<file path="src/rtl/writeback_pkg.sv">
// Shared definitions for the rv32i writeback stage: one-hot opcode layout
// and the encodings of the counter write select.
package writeback_pkg;

  // Width of the one-hot opcode_type vector carried down the pipeline.
  localparam int WB_OPCODE_WIDTH = 11;

  // Bit positions inside the one-hot opcode_type vector.
  localparam int OP_LUI    = 0;
  localparam int OP_AUIPC  = 1;
  localparam int OP_JAL    = 2;
  localparam int OP_JALR   = 3;
  localparam int OP_BRANCH = 4;
  localparam int OP_LOAD   = 5;
  localparam int OP_STORE  = 6;
  localparam int OP_ITYPE  = 7;
  localparam int OP_RTYPE  = 8;
  localparam int OP_FENCE  = 9;
  localparam int OP_SYSTEM = 10;

  // Counter write targets selected by cnt_sel.
  localparam logic [1:0] CNT_SEL_MCYCLE_LO   = 2'd0;
  localparam logic [1:0] CNT_SEL_MCYCLE_HI   = 2'd1;
  localparam logic [1:0] CNT_SEL_MINSTRET_LO = 2'd2;
  localparam logic [1:0] CNT_SEL_MINSTRET_HI = 2'd3;

  // Per-counter half write strobes.
  typedef struct packed {
    logic w_lo;
    logic w_hi;
  } cnt_wr_t;

  // Decode a counter write strobe into half-write strobes for one counter.
  // lo_sel/hi_sel are the cnt_sel codes owned by that counter.
  function automatic cnt_wr_t cnt_decode(input logic       w_en,
                                         input logic [1:0] sel,
                                         input logic [1:0] lo_sel,
                                         input logic [1:0] hi_sel);
    cnt_wr_t r;
    r.w_lo = w_en && (sel == lo_sel);
    r.w_hi = w_en && (sel == hi_sel);
    return r;
  endfunction

endpackage

</file>
<file path="src/rtl/writeback_if.sv">
// Bundle of registered outputs of the memory-access stage feeding writeback.
interface writeback_if
  import writeback_pkg::*;
#(
  parameter int OPCODE_WIDTH = WB_OPCODE_WIDTH
);
  logic                    prev_clk_en;
  logic                    prev_rd_w_en;
  logic [4:0]              prev_rd;
  logic [31:0]             prev_rd_wdata;
  logic [31:0]             prev_data_load;
  logic [OPCODE_WIDTH-1:0] prev_opcode_type;
  logic [31:0]             prev_pc;

  // Memory stage side.
  modport master (
    output prev_clk_en, prev_rd_w_en, prev_rd, prev_rd_wdata,
           prev_data_load, prev_opcode_type, prev_pc
  );

  // Writeback stage side.
  modport slave (
    input  prev_clk_en, prev_rd_w_en, prev_rd, prev_rd_wdata,
           prev_data_load, prev_opcode_type, prev_pc
  );
endinterface

</file>
<file path="src/rtl/writeback_csr_counter64.sv">
// 64-bit CSR counter built from two 32-bit halves. A low-half write replaces
// the low word and suppresses that cycle's increment; a high-half write
// replaces the high word while the low word still counts, dropping any carry.
module csr_counter64 (
  input  logic        clk,
  input  logic        rstn,
  input  logic        inc,
  input  logic        inhibit,
  input  logic        w_lo,
  input  logic        w_hi,
  input  logic [31:0] wdata,
  output logic [63:0] count
);

  logic [31:0] lo_r;
  logic [31:0] hi_r;
  logic [31:0] lo_next_s;
  logic [31:0] hi_next_s;
  logic [32:0] lo_sum_s;
  logic        lo_inc_s;
  logic        carry_s;

  // Next-state computation for both halves, write taking priority over count.
  always_comb begin
    lo_inc_s  = inc && !inhibit;
    lo_sum_s  = {1'b0, lo_r} + 33'd1;
    carry_s   = 1'b0;
    lo_next_s = lo_r;
    hi_next_s = hi_r;

    if (w_lo) begin
      lo_next_s = wdata;
    end else if (lo_inc_s) begin
      lo_next_s = lo_sum_s[31:0];
      carry_s   = lo_sum_s[32];
    end else begin
      lo_next_s = lo_r;
    end

    if (w_hi) begin
      hi_next_s = wdata;
    end else if (carry_s) begin
      hi_next_s = hi_r + 32'd1;
    end else begin
      hi_next_s = hi_r;
    end
  end

  // Counter state registers.
  always_ff @(posedge clk or negedge rstn) begin
    if (!rstn) begin
      lo_r <= 32'd0;
      hi_r <= 32'd0;
    end else begin
      lo_r <= lo_next_s;
      hi_r <= hi_next_s;
    end
  end

  assign count = {hi_r, lo_r};

endmodule

</file>
<file path="src/rtl/writeback.sv">
// rv32i writeback stage: picks load data or the computed result, forwards it
// combinationally, registers the register-file write port and retire strobe,
// and keeps the mcycle/minstret counters.
module writeback
  import writeback_pkg::*;
#(
  parameter int OPCODE_WIDTH = WB_OPCODE_WIDTH
) (
  input  logic        clk,
  input  logic        rstn,
  writeback_if.slave  prev,
  output logic        fwd_valid,
  output logic [4:0]  fwd_rd,
  output logic [31:0] fwd_data,
  output logic        rf_w_en,
  output logic [4:0]  rf_addr,
  output logic [31:0] rf_wdata,
  output logic        retire,
  output logic [31:0] retire_pc,
  input  logic [1:0]  cnt_inhibit,
  input  logic        cnt_w_en,
  input  logic [1:0]  cnt_sel,
  input  logic [31:0] cnt_wdata,
  output logic [63:0] mcycle,
  output logic [63:0] minstret
);

  localparam logic [OPCODE_WIDTH-1:0] LOAD_MASK =
    {{(OPCODE_WIDTH-1){1'b0}}, 1'b1} << OP_LOAD;

  logic [OPCODE_WIDTH-1:0] opcode_s;
  logic                    is_load_s;
  logic [31:0]             sel_data_s;
  logic                    wr_s;
  logic                    rf_w_en_r;
  logic [4:0]              rf_addr_r;
  logic [31:0]             rf_wdata_r;
  logic                    retire_r;
  logic [31:0]             retire_pc_r;
  cnt_wr_t                 mcycle_wr_s;
  cnt_wr_t                 minstret_wr_s;

  assign opcode_s = prev.prev_opcode_type;

  // Result selection and write qualification; x0 is never written.
  always_comb begin
    is_load_s = |(opcode_s & LOAD_MASK);
    if (is_load_s) begin
      sel_data_s = prev.prev_data_load;
    end else begin
      sel_data_s = prev.prev_rd_wdata;
    end
    wr_s = prev.prev_clk_en && prev.prev_rd_w_en && (prev.prev_rd != 5'd0);
  end

  // Same-cycle forwarding bus for hazard resolution upstream.
  assign fwd_valid = wr_s;
  assign fwd_rd    = prev.prev_rd;
  assign fwd_data  = sel_data_s;

  // Register-file write port; address/data hold while no write is issued.
  always_ff @(posedge clk or negedge rstn) begin
    if (!rstn) begin
      rf_w_en_r  <= 1'b0;
      rf_addr_r  <= 5'd0;
      rf_wdata_r <= 32'd0;
    end else begin
      rf_w_en_r <= wr_s;
      if (wr_s) begin
        rf_addr_r  <= prev.prev_rd;
        rf_wdata_r <= sel_data_s;
      end
    end
  end

  // Retirement strobe counts every valid instruction, including x0 targets.
  always_ff @(posedge clk or negedge rstn) begin
    if (!rstn) begin
      retire_r    <= 1'b0;
      retire_pc_r <= 32'd0;
    end else begin
      retire_r <= prev.prev_clk_en;
      if (prev.prev_clk_en) begin
        retire_pc_r <= prev.prev_pc;
      end
    end
  end

  assign rf_w_en   = rf_w_en_r;
  assign rf_addr   = rf_addr_r;
  assign rf_wdata  = rf_wdata_r;
  assign retire    = retire_r;
  assign retire_pc = retire_pc_r;

  // Split the single counter write strobe into per-counter half writes.
  always_comb begin
    mcycle_wr_s   = cnt_decode(cnt_w_en, cnt_sel,
                               CNT_SEL_MCYCLE_LO, CNT_SEL_MCYCLE_HI);
    minstret_wr_s = cnt_decode(cnt_w_en, cnt_sel,
                               CNT_SEL_MINSTRET_LO, CNT_SEL_MINSTRET_HI);
  end

  csr_counter64 u_mcycle (
    .clk     (clk),
    .rstn    (rstn),
    .inc     (1'b1),
    .inhibit (cnt_inhibit[0]),
    .w_lo    (mcycle_wr_s.w_lo),
    .w_hi    (mcycle_wr_s.w_hi),
    .wdata   (cnt_wdata),
    .count   (mcycle)
  );

  // minstret counts off the registered retire, one cycle behind it.
  csr_counter64 u_minstret (
    .clk     (clk),
    .rstn    (rstn),
    .inc     (retire_r),
    .inhibit (cnt_inhibit[1]),
    .w_lo    (minstret_wr_s.w_lo),
    .w_hi    (minstret_wr_s.w_hi),
    .wdata   (cnt_wdata),
    .count   (minstret)
  );

endmodule

</file>
<file path="src/flat_wrapper.sv">
// flat-port wrapper written by rule: the top's interface ports become plain ports
module writeback_flat import writeback_pkg::*;
#(
  parameter int OPCODE_WIDTH = WB_OPCODE_WIDTH
)
  (clk, rstn, fwd_valid, fwd_rd, fwd_data, rf_w_en, rf_addr, rf_wdata, retire, retire_pc, cnt_inhibit, cnt_w_en, cnt_sel, cnt_wdata, mcycle, minstret, prev_prev_clk_en, prev_prev_rd_w_en, prev_prev_rd, prev_prev_rd_wdata, prev_prev_data_load, prev_prev_opcode_type, prev_prev_pc);
  writeback_if #(.OPCODE_WIDTH(OPCODE_WIDTH)) prev_i ();
  input  logic clk;
  input  logic rstn;
  output logic fwd_valid;
  output logic [4:0] fwd_rd;
  output logic [31:0] fwd_data;
  output logic rf_w_en;
  output logic [4:0] rf_addr;
  output logic [31:0] rf_wdata;
  output logic retire;
  output logic [31:0] retire_pc;
  input  logic [1:0] cnt_inhibit;
  input  logic cnt_w_en;
  input  logic [1:0] cnt_sel;
  input  logic [31:0] cnt_wdata;
  output logic [63:0] mcycle;
  output logic [63:0] minstret;
  input wire logic [$bits(prev_i.prev_clk_en)-1:0] prev_prev_clk_en;
  input wire logic [$bits(prev_i.prev_rd_w_en)-1:0] prev_prev_rd_w_en;
  input wire logic [$bits(prev_i.prev_rd)-1:0] prev_prev_rd;
  input wire logic [$bits(prev_i.prev_rd_wdata)-1:0] prev_prev_rd_wdata;
  input wire logic [$bits(prev_i.prev_data_load)-1:0] prev_prev_data_load;
  input wire logic [$bits(prev_i.prev_opcode_type)-1:0] prev_prev_opcode_type;
  input wire logic [$bits(prev_i.prev_pc)-1:0] prev_prev_pc;
  assign prev_i.prev_clk_en = prev_prev_clk_en;
  assign prev_i.prev_rd_w_en = prev_prev_rd_w_en;
  assign prev_i.prev_rd = prev_prev_rd;
  assign prev_i.prev_rd_wdata = prev_prev_rd_wdata;
  assign prev_i.prev_data_load = prev_prev_data_load;
  assign prev_i.prev_opcode_type = prev_prev_opcode_type;
  assign prev_i.prev_pc = prev_prev_pc;
  writeback #(.OPCODE_WIDTH(OPCODE_WIDTH)) u_core (.clk(clk), .rstn(rstn), .prev(prev_i), .fwd_valid(fwd_valid), .fwd_rd(fwd_rd), .fwd_data(fwd_data), .rf_w_en(rf_w_en), .rf_addr(rf_addr), .rf_wdata(rf_wdata), .retire(retire), .retire_pc(retire_pc), .cnt_inhibit(cnt_inhibit), .cnt_w_en(cnt_w_en), .cnt_sel(cnt_sel), .cnt_wdata(cnt_wdata), .mcycle(mcycle), .minstret(minstret));
endmodule
</file>
<file path="config.mk">
export PLATFORM = sky130hd
export DESIGN_NAME = writeback_flat
export DESIGN_NICKNAME = d
export VERILOG_FILES = /design/src/rtl/writeback_pkg.sv /design/src/rtl/writeback_if.sv /design/src/rtl/writeback_csr_counter64.sv /design/src/rtl/writeback.sv /design/src/flat_wrapper.sv
export SDC_FILE = /design/constraint.sdc
export NUM_CORES = 1
export LEC_CHECK = 0
export CAP_MARGIN = 15
export CORE_MARGIN = 3
export CORE_UTILIZATION = 30
export CTS_BUF_LIST = sky130_fd_sc_hd__clkbuf_2 sky130_fd_sc_hd__clkbuf_4 sky130_fd_sc_hd__clkbuf_8
export CTS_CLUSTER_DIAMETER = 120
export DETAILED_ROUTE_END_ITERATION = 8
export GPL_TIMING_DRIVEN = 1
export PLACE_DENSITY = 0.64
export SETUP_SLACK_MARGIN = 0.1
export SLEW_MARGIN = 25
export SYNTH_ARGS = -nofsm -noshare
export SYNTH_HDL_FRONTEND = slang
export SYNTH_SLANG_ARGS = --single-unit
</file>
<file path="constraint.sdc">
create_clock -name clk -period 2.6 [get_ports clk]
set_input_delay 0.39 -clock clk [delete_from_list [all_inputs] [get_ports clk]]
set_output_delay 0.39 -clock clk [all_outputs]
set_load 0.1 [all_outputs]
</file>
## Yosys cells after proc, flatten, opt, wreduce, memory -nomap -nowiden

Index checks and enable logic that the tools add are counted.

| storage, ports and cells | value |
|---|---|
| register bits after elaboration | 199 |

| cells by class | value |
|---|---|
| add/subtract/negate cells | 4 |
| eq/ne operators | 4 |
| muxes and demuxes | 13 |
| reductions and logical operators | 13 |

Operators with widths:

| cell | count |
|---|---|
| $mux 32 | 9 |
| $add 32x1->33 const B | 2 |
| $add 32x1->32 const B | 2 |
| $logic_and 1x1->1 | 7 |
| $reduce_bool 2->1 | 3 |
| $reduce_bool 5->1 | 1 |
| $eq 2x2->1 const B | 2 |
| $mux 1 | 4 |
| $eq 2x1->1 const B | 1 |
| $logic_not 2->1 | 1 |
| $ne 2x1->1 const B | 1 |
| $logic_not 1->1 | 1 |

## Depth between registers and ports, before layout

Gate-level depths: netlist of run 1.

| depth | value |
|---|---|
| depth in word-level cells | 6 |
| gate-level depth with buffers | 8 |
| depth with buffers taken out | 7 |

## Modules after synthesis

Synthesis of run 1 repeated with hierarchy kept, for this count alone.

| second synthesis, totals | value |
|---|---|
| cells, all modules | 1118 |
| area, all modules | 11136.9 µm² |

Modules (own cells, without submodules):

| module | instances | cells each | area an instance (µm²) |
|---|---|---|---|
| csr_counter64 at u_core.u_mcycle | 1 | 459 | 3983.8 |
| csr_counter64 at u_core.u_minstret | 1 | 459 | 3952.5 |
| writeback | 1 | 200 | 3200.6 |

## Worst setup path after synthesis of run 1

No wires, ideal clock.

| path | value |
|---|---|
| kind | register to register |
| from | register u_core.u_minstret.lo_r[0] |
| to | register u_core.u_minstret.lo_r[18] |
| library setup time | 0.125 ns |
| arrival time | 2.746 ns |
| setup slack | -0.271 ns |
| cell stages (with the launch flop) | 9 |
| path buffers | 1 |
| period minus slack after synthesis | 2.871 ns |
| path through | dfrtp_1 -> ha_1 -> nand4_1 -> nor3_1 -> nor2b_1 -> clkbuf_1 -> nand3_1 -> xnor2_1 -> mux2_2 |

| on the way | value |
|---|---|
| cells in the longest elaborated chain, start to end | 3 |

Ends and longest elaborated chain:

| what | RTL line | source |
|---|---|---|
| start, declared | writeback_csr_counter64.sv:15 | `logic [31:0] lo_r;` |
| start signal, assigned | writeback_csr_counter64.sv:55 | `lo_r <= lo_next_s;` |
| $add 32x1->33 | writeback_csr_counter64.sv:26 | `lo_sum_s = {1'b0, lo_r} + 33'd1;` |
| $mux 32 | writeback_csr_counter64.sv:33 | `end else if (lo_inc_s) begin` |
| $mux 32 | writeback_csr_counter64.sv:31 | `if (w_lo) begin` |

Every way passes these cells. The select of a mux whose other input is x is not followed.
A chain may end at the register's enable or synchronous reset.

## Final worst setup path of run 1

| path | value |
|---|---|
| from | input prev_prev_rd[0] |
| to | output fwd_valid |

| on the way | value |
|---|---|
| cells in the longest elaborated chain, start to end | 2 |

Ends and longest elaborated chain:

| what | RTL line | source |
|---|---|---|
| start, declared | flat_wrapper.sv:26 | `input wire logic [$bits(prev_i.prev_rd)-1:0] prev_prev_rd;` |
| $reduce_bool 5->1 | writeback.sv:53 | `wr_s = prev.prev_clk_en && prev.prev_rd_w_en && (prev.prev_rd != 5'd0);` |
| $logic_and 1x1->1 | writeback.sv:53 |  |
| end, declared | flat_wrapper.sv:10 | `output logic fwd_valid;` |

Every way passes these cells.

==> results.cfg, run 1 <==
[place]
dp_hpwl_mm = 31.13
dp_cells = 1860
place_area_mm2 = 0.01475
place_congestion = 0.8568
numPortBuffers = 379
dp_worst_setup_slack_ns = -0.002376

[synthesis]
synth_top_area_cell = dfrtp_1
ys.flop_type = dfrtp_1
synth_edf_count = 0
ys_seq_elements = 199
synth-xor-area-share = 0.1016
synth_compound_area_frac = 0.06386
netlist_area_mm2 = 0.01034
synth_top_area_frac = 0.4814
synth_top_family_by_area = simple AND/OR/NAND/NOR gates
synth_nets = 1203
ys_seq_area_frac = 0.4814
postSynth.asyncResetShare = 1.000
synth_fa_ha_area_frac = 0.004838
synth_cells = 1046
syn_area_per_cell_um2 = 9.890
yosys.area_share.simple = 0.2044
synthMuxAreaShare = 0.1149
synth_top_cells_by_area = dfrtp_1 (48%), mux2_2 (11%), xnor2_1 (6.9%)
netlist-cell-type-count = 46
synth_warnings = 0

[drt]
wl_mm = 40.04
drc = 0
via_per_inst = 4.921
vias = 9320
final_antenna_net_count = 0
post_drt_wl_per_cell_um = 21.14
firstDrtPassIters = 5
first_iter_violations = 601

[timing]
min_period_ns = 2.404
setup_viol = 0
period_share = 0.9245
worst_slew_pin_slew_ns = 0.6014
hold_viol_final = 0
rsz0062_at_grt = false
fmax_mhz = 416.0
clock_skew_ns = 0.01742
slew_violations = 0
setup_tns_ns = 0
setup_slack_ns = 0.1962
relSlewSlack = 0.5991

[outcome]
status = finished clean

[flow_run]
drv_cap = 0

[worst_setup_path]
critPathRequiredTime_ns = 2.21
cp.buffers_inverters = 3
crit_family = buffers and inverters
worst-path-max-fanout = 4
slowest_delay_ns = 0.54
start_kind = primary input
cp-end-kind = primary output
crit_chain = clkdlybuf4s50_1 > or4_1 > o211ai_1 > inv_1 > buf_12
arrival_ns = 2.01
crit_slowest_cell = or4_1
path_class = in2out

[clock_network]
clockRootBuffer = clkbuf_8
clkLatencyLatePin_ns = 0.49
cts_made_buffers = 17
numClockSinks = 199
cts_max_level = 4
cts.clk_slew.worst_paths_ns = 0.10
cts_resized = 0
cts_tree = done
cts_buffer_depth = 2

[floorplanning]
rows = 67
dieArea_mm2 = 0.03675
initial_core_util = 0.3062
die_h_um = 191.7
ios = 390
core_area_mm2 = 0.03378
die_w_um = 191.7

[finish]
diodes = 0
syn2layout_area_growth_pct = 47.30
nFillCells = 3227
final_nets = 1590
finalInstanceArea_mm2 = 0.01524
layout.cells.non_filler = 1894
drive_gt1_frac = 0.3299

[global_route]
grt_pass1_vias = 9019
track_usage = 0.2138
grt.overflow.total = 0
antenna_found_initial = 2
grt_max_degree = 66
grt_pass1_wl_mm = 57.34

[power_and_ir_drop]
power_density_mw_per_mm2 = 916.1
irDropWorstVdd_mv = 0.5144
cellLeakagePower_nw = 6.202

[min_path]
hp-class = in2reg
[cells in the final DEF, fill, tap and decap left out, types with 17 or more instances in the layout]
| master | count |
|---|---|
| buf_12 | 40 |
| a21oi_1 | 68 |
| inv_1 | 17 |
| nor4_1 | 18 |
| clkbuf_8 | 19 |
| dfrtp_1 | 155 |
| nand3_1 | 48 |
| o21ai_0 | 55 |
| nand4_1 | 26 |
| nor3_1 | 34 |
| clkdlybuf4s50_1 | 140 |
| nor2_1 | 104 |
| dfrtp_2 | 44 |
| buf_4 | 240 |
| nand2_1 | 119 |
| mux2_2 | 102 |
| xnor2_1 | 81 |
| xor2_1 | 39 |
[repair_timing]
action	4_1_cts	5_1_grt
hold endpoints to repair	58	0
hold buffers	1	0
endpoints found under the setup margin	1	0
buffers inserted	1	0
[area by class of cell]
type                            count  area (µm²)  share of cell area
Clock buffer                       19       255.2             0.01675
Inverter                           17       63.81            0.004188
Clock inverter                     13       214.0             0.01404
Sequential cell                   199        5035              0.3304
Tap cell                          448       560.5             0.03678
Multi-Input combinational cell    775        5077              0.3332
Timing Repair Buffer              423        4033              0.2646
[synth_stat cells (2+ instances only)]
cell type / number
nand3_1: 49
nand2_1: 119
nand4_1: 26
buf_2: 9
mux2i_1: 4
xor2_1: 39
or3_1: 7
nor4_1: 18
nand2b_1: 2
dfrtp_1: 199
a21oi_1: 68
clkbuf_1: 36
nor3_1: 34
nor2_1: 105
nor4_4: 3
or4_1: 2
ha_1: 4
buf_1: 5
xnor2_1: 81
inv_1: 17
nand3b_1: 2
buf_4: 5
a31oi_1: 2
mux2_2: 102
and4_1: 12
o21ai_0: 55
nor3b_1: 2
and2_1: 2
or2_2: 3
and3_1: 14
nor4b_4: 2
nor2b_1: 4
[metrics by stage]
step	util	total power, mW	hold WS, ns
final	0.4511	13.96	0.3094
after global routing	0.4511	14.51	0.2949
after CTS	0.4511	14.11	0.2469
after detailed placement	0.4367	11.69	0.4319
after global placement	0.4367	11.63	0.4298
after floorplan	-	9.591	0.09441
[sequential cells by signal, indices dropped and copies added, names as in the netlist]
name                    cells
u_core.rf_wdata            32
u_core.u_minstret.lo_r     32
u_core.u_minstret.hi_r     32
u_core.u_mcycle.hi_r       32
u_core.retire               1
u_core.rf_w_en              1
u_core.u_mcycle.lo_r       32
u_core.rf_addr              5
u_core.retire_pc           32
[worst paths after layout]
check	from	end	slack [ns]	cells after the start
worst max register to register	u_core.u_mcycle.lo_r[5]	u_core.u_mcycle.hi_r[21]	0.30	8
min in group asynchronous	rstn	u_core.u_minstret.lo_r[13]	0.46	2
worst max-delay path	prev_prev_rd[0]	fwd_valid	0.20	5
max in group asynchronous	rstn	u_core.u_minstret.lo_r[27]	1.40	3
worst min-delay path	prev_prev_clk_en	u_core.rf_w_en	0.31	3
worst min register to register	u_core.rf_addr[0]	u_core.rf_addr[0]	0.49	2
[layer usage]
| metal | up-vias | global-route usage | share of wire |
|---|---|---|---|
| li1 | 4394 | - | - |
| met1 | 4488 | 0.2566 | 0.39 |
| met2 | 389 | 0.3628 | 0.49 |
| met3 | 45 | 0.07337 | 0.092 |
| met4 | 4 | 0.06266 | 0.026 |
| met5 | - | 0 | 0.00065 |
[worst reg2reg max path, stage by stage (launching register included)]
cell,delay [ns]
dfrtp_2,0.43
nand3_1,0.16
nor4_4,0.41
nand4_1,0.27
buf_4,0.26
buf_12,0.14
nor3_1,0.26
xnor2_1,0.15
a21oi_1,0.08
[report_power, final]
group          internal, mW  switching, mW  leakage (nW)
Clock                  1.20           1.18         0.236
Combinational          1.68           5.55          3.69
Sequential             3.67          0.684          2.27
Total                  6.54           7.42          6.20
[logic make-up after synthesis]
| group | after synthesis |
|---|---|
| AO/OA/AOI/OAI | 129 |
| AND/OR/NAND/NOR | 416 |
| flip-flops | 199 |
| adder cells (fa/ha/maj) | 4 |
| XOR/XNOR | 120 |
| buffers and inverters | 72 |
| multiplexers | 106 |
(Power assumes the default switching activity.)
==> inputs of run 2 (changes only) <==
- REMOVE_ABC_BUFFERS: not set -> 1
==> results.cfg, run 2 (synthesized netlist as in run 1, its figures left out) <==
[power_and_ir_drop]
irDropWorstVdd_mv = 0.5176
cellLeakagePower_nw = 6.210
power_density_mw_per_mm2 = 903.7

[drt]
wl_mm = 38.23
vias = 9312
top_layer_used = met4
wl_met3_mm = 1.871
final_antenna_net_count = 0
first_iter_violations = 530
post_drt_wl_per_cell_um = 20.17
via_per_inst = 4.914
met1_length_mm = 17.09
drc = 0
firstDrtPassIters = 7
met2_length_mm = 18.36

[finish]
layout_common_cells = buf_4 (237), dfrtp_1 (199), clkdlybuf4s50_1 (141)
syn2layout_area_growth_pct = 46.32
final_nets = 1588
utilization = 0.4481
drive_gt1_frac = 0.2985
nFillCells = 3224
mostFrequentLayoutCell = buf_4

[worst_setup_path]
r2r_setup_slack_ns = 0.33
endpoint = fwd_valid
cp-end-kind = primary output
start_kind = primary input
crit_chain = clkdlybuf4s50_1 > or4_1 > o211ai_1 > buf_4 > inv_2 > buf_12
slowest_delay_ns = 0.53
crit_start = prev_prev_rd[3]
worst-path-max-fanout = 4
arrival_ns = 2.03
path_class = in2out
r2r-end = u_core.u_minstret.lo_r[18]
crit_slowest_cell = or4_1
r2r_start = u_core.u_minstret.lo_r[0]
r2r.worst_path.cells = 8
critPathRequiredTime_ns = 2.21

[floorplanning]
initial_core_util = 0.3062
die_w_um = 191.7
ios = 390
dieArea_mm2 = 0.03675
die_h_um = 191.7
rows = 67
core_area_mm2 = 0.03378

[timing]
hold_viol_final = 0
setup_tns_ns = 0
setup_viol = 0
relSlewSlack = 0.5540
min_period_ns = 2.422
period_share = 0.9314
slew_violations = 0
clock_skew_ns = 0.01826
fmax_mhz = 413.0
rsz0062_at_grt = false
worst_slew_pin_slew_ns = 0.6690

[place]
place_congestion = 0.8729
dp_hpwl_mm = 30.29
numPortBuffers = 379

[clock_network]
clkLatencyLatePin_ns = 0.50
cts_buffer_depth = 2
cts.clk_slew.worst_paths_ns = 0.11
numClockSinks = 199
clockRootBuffer = clkbuf_8
cts_made_buffers = 17
cts_max_level = 4
cts_tree = done

[flow_run]
drv_cap = 0

[global_route]
antenna_found_initial = 2
grt_pass1_wl_mm = 56.47
track_usage = 0.2019
grt.overflow.total = 0
grt_pass1_vias = 9094
grt_max_degree = 75

[min_path]
hp-class = in2async

[outcome]
status = finished clean
==> run 2: cell count changes in the layout (fill, tap and decap cells not counted), sizes merged <==
cell	delta
buf	-3
bufinv	-4
clkbuf	-2
clkdlybuf4s50	+1
clkinv	+1
diode	+3
inv	+5
==> run 2: metal layers <==
metal / track usage / vias to the layer above
met5: 0 / -
met2: 0.3228 / 283
met3: 0.03523 / 40
met1: 0.2792 / 4589
li1: - / 4400
met4: 0.06181 / 0
==> run 2: where the power goes <==
group	internal, mW	switching [mW]	leakage (nW)
Clock	0.822	1.33	0.207
Sequential	3.63	0.665	2.32
Combinational	1.69	5.54	3.68
Total	6.14	7.54	6.21
==> run 2: worst min path at each step <==
stage | cells past startpoint | from | slack (ns) | endpoint
floorplan | 0 | rstn | 0.09 | u_core.retire
global placement | 2 | u_core.rf_addr[0] | 0.46 | u_core.rf_addr[0]
detailed placement | 2 | u_core.rf_addr[3] | 0.47 | u_core.rf_addr[3]
CTS | 2 | prev_prev_pc[3] | 0.45 | u_core.retire_pc[3]
global route | 2 | prev_prev_pc[25] | 0.46 | u_core.retire_pc[25]
finish | 2 | rstn | 0.49 | u_core.u_mcycle.hi_r[8]
==> run 2: critical path: cells and delay by family <==
family                 cells  cell delay [ns]
AO/OA/AOI/OAI              1             0.24
AND/OR/NAND/NOR            1             0.53
buffers and inverters      4             0.86
==> run 2: final cells by class <==
cell class	count	area, µm²	share of cell area
multi-input combinational	775	5077	0.3354
sequential	199	4980	0.3290
timing repair buffer	421	4035	0.2666
tap	448	560.5	0.03703
clock buffer	17	234.0	0.01546
clock inverter	15	178.9	0.01182
inverter	17	63.81	0.004216
antenna	3	7.507	0.0004960
==> run 2: per-stage QoR <==
stage	area, µm²	power, mW	std cells	setup slack [ns]	hold slack (ns)
after global routing	15130	14.20	1894	0.1462	0.4564
after global placement	14700	11.56	1858	0.05631	0.4632
after floorplan	10110	9.495	991	-2.600	0.09441
final	15140	13.68	1895	0.1784	0.4895
after CTS	15120	13.79	1891	0.1333	0.4455
after detailed placement	14700	11.61	1858	0.04575	0.4703
==> run 2: what timing repair did <==
item / in CTS / in global routing
endpoints found under the hold margin: 69 / 0
gates resized for setup: 0 / 1
hold buffers: 1 / 0
endpoints found under the setup margin: 0 / 1
setup buffers: 0 / 1
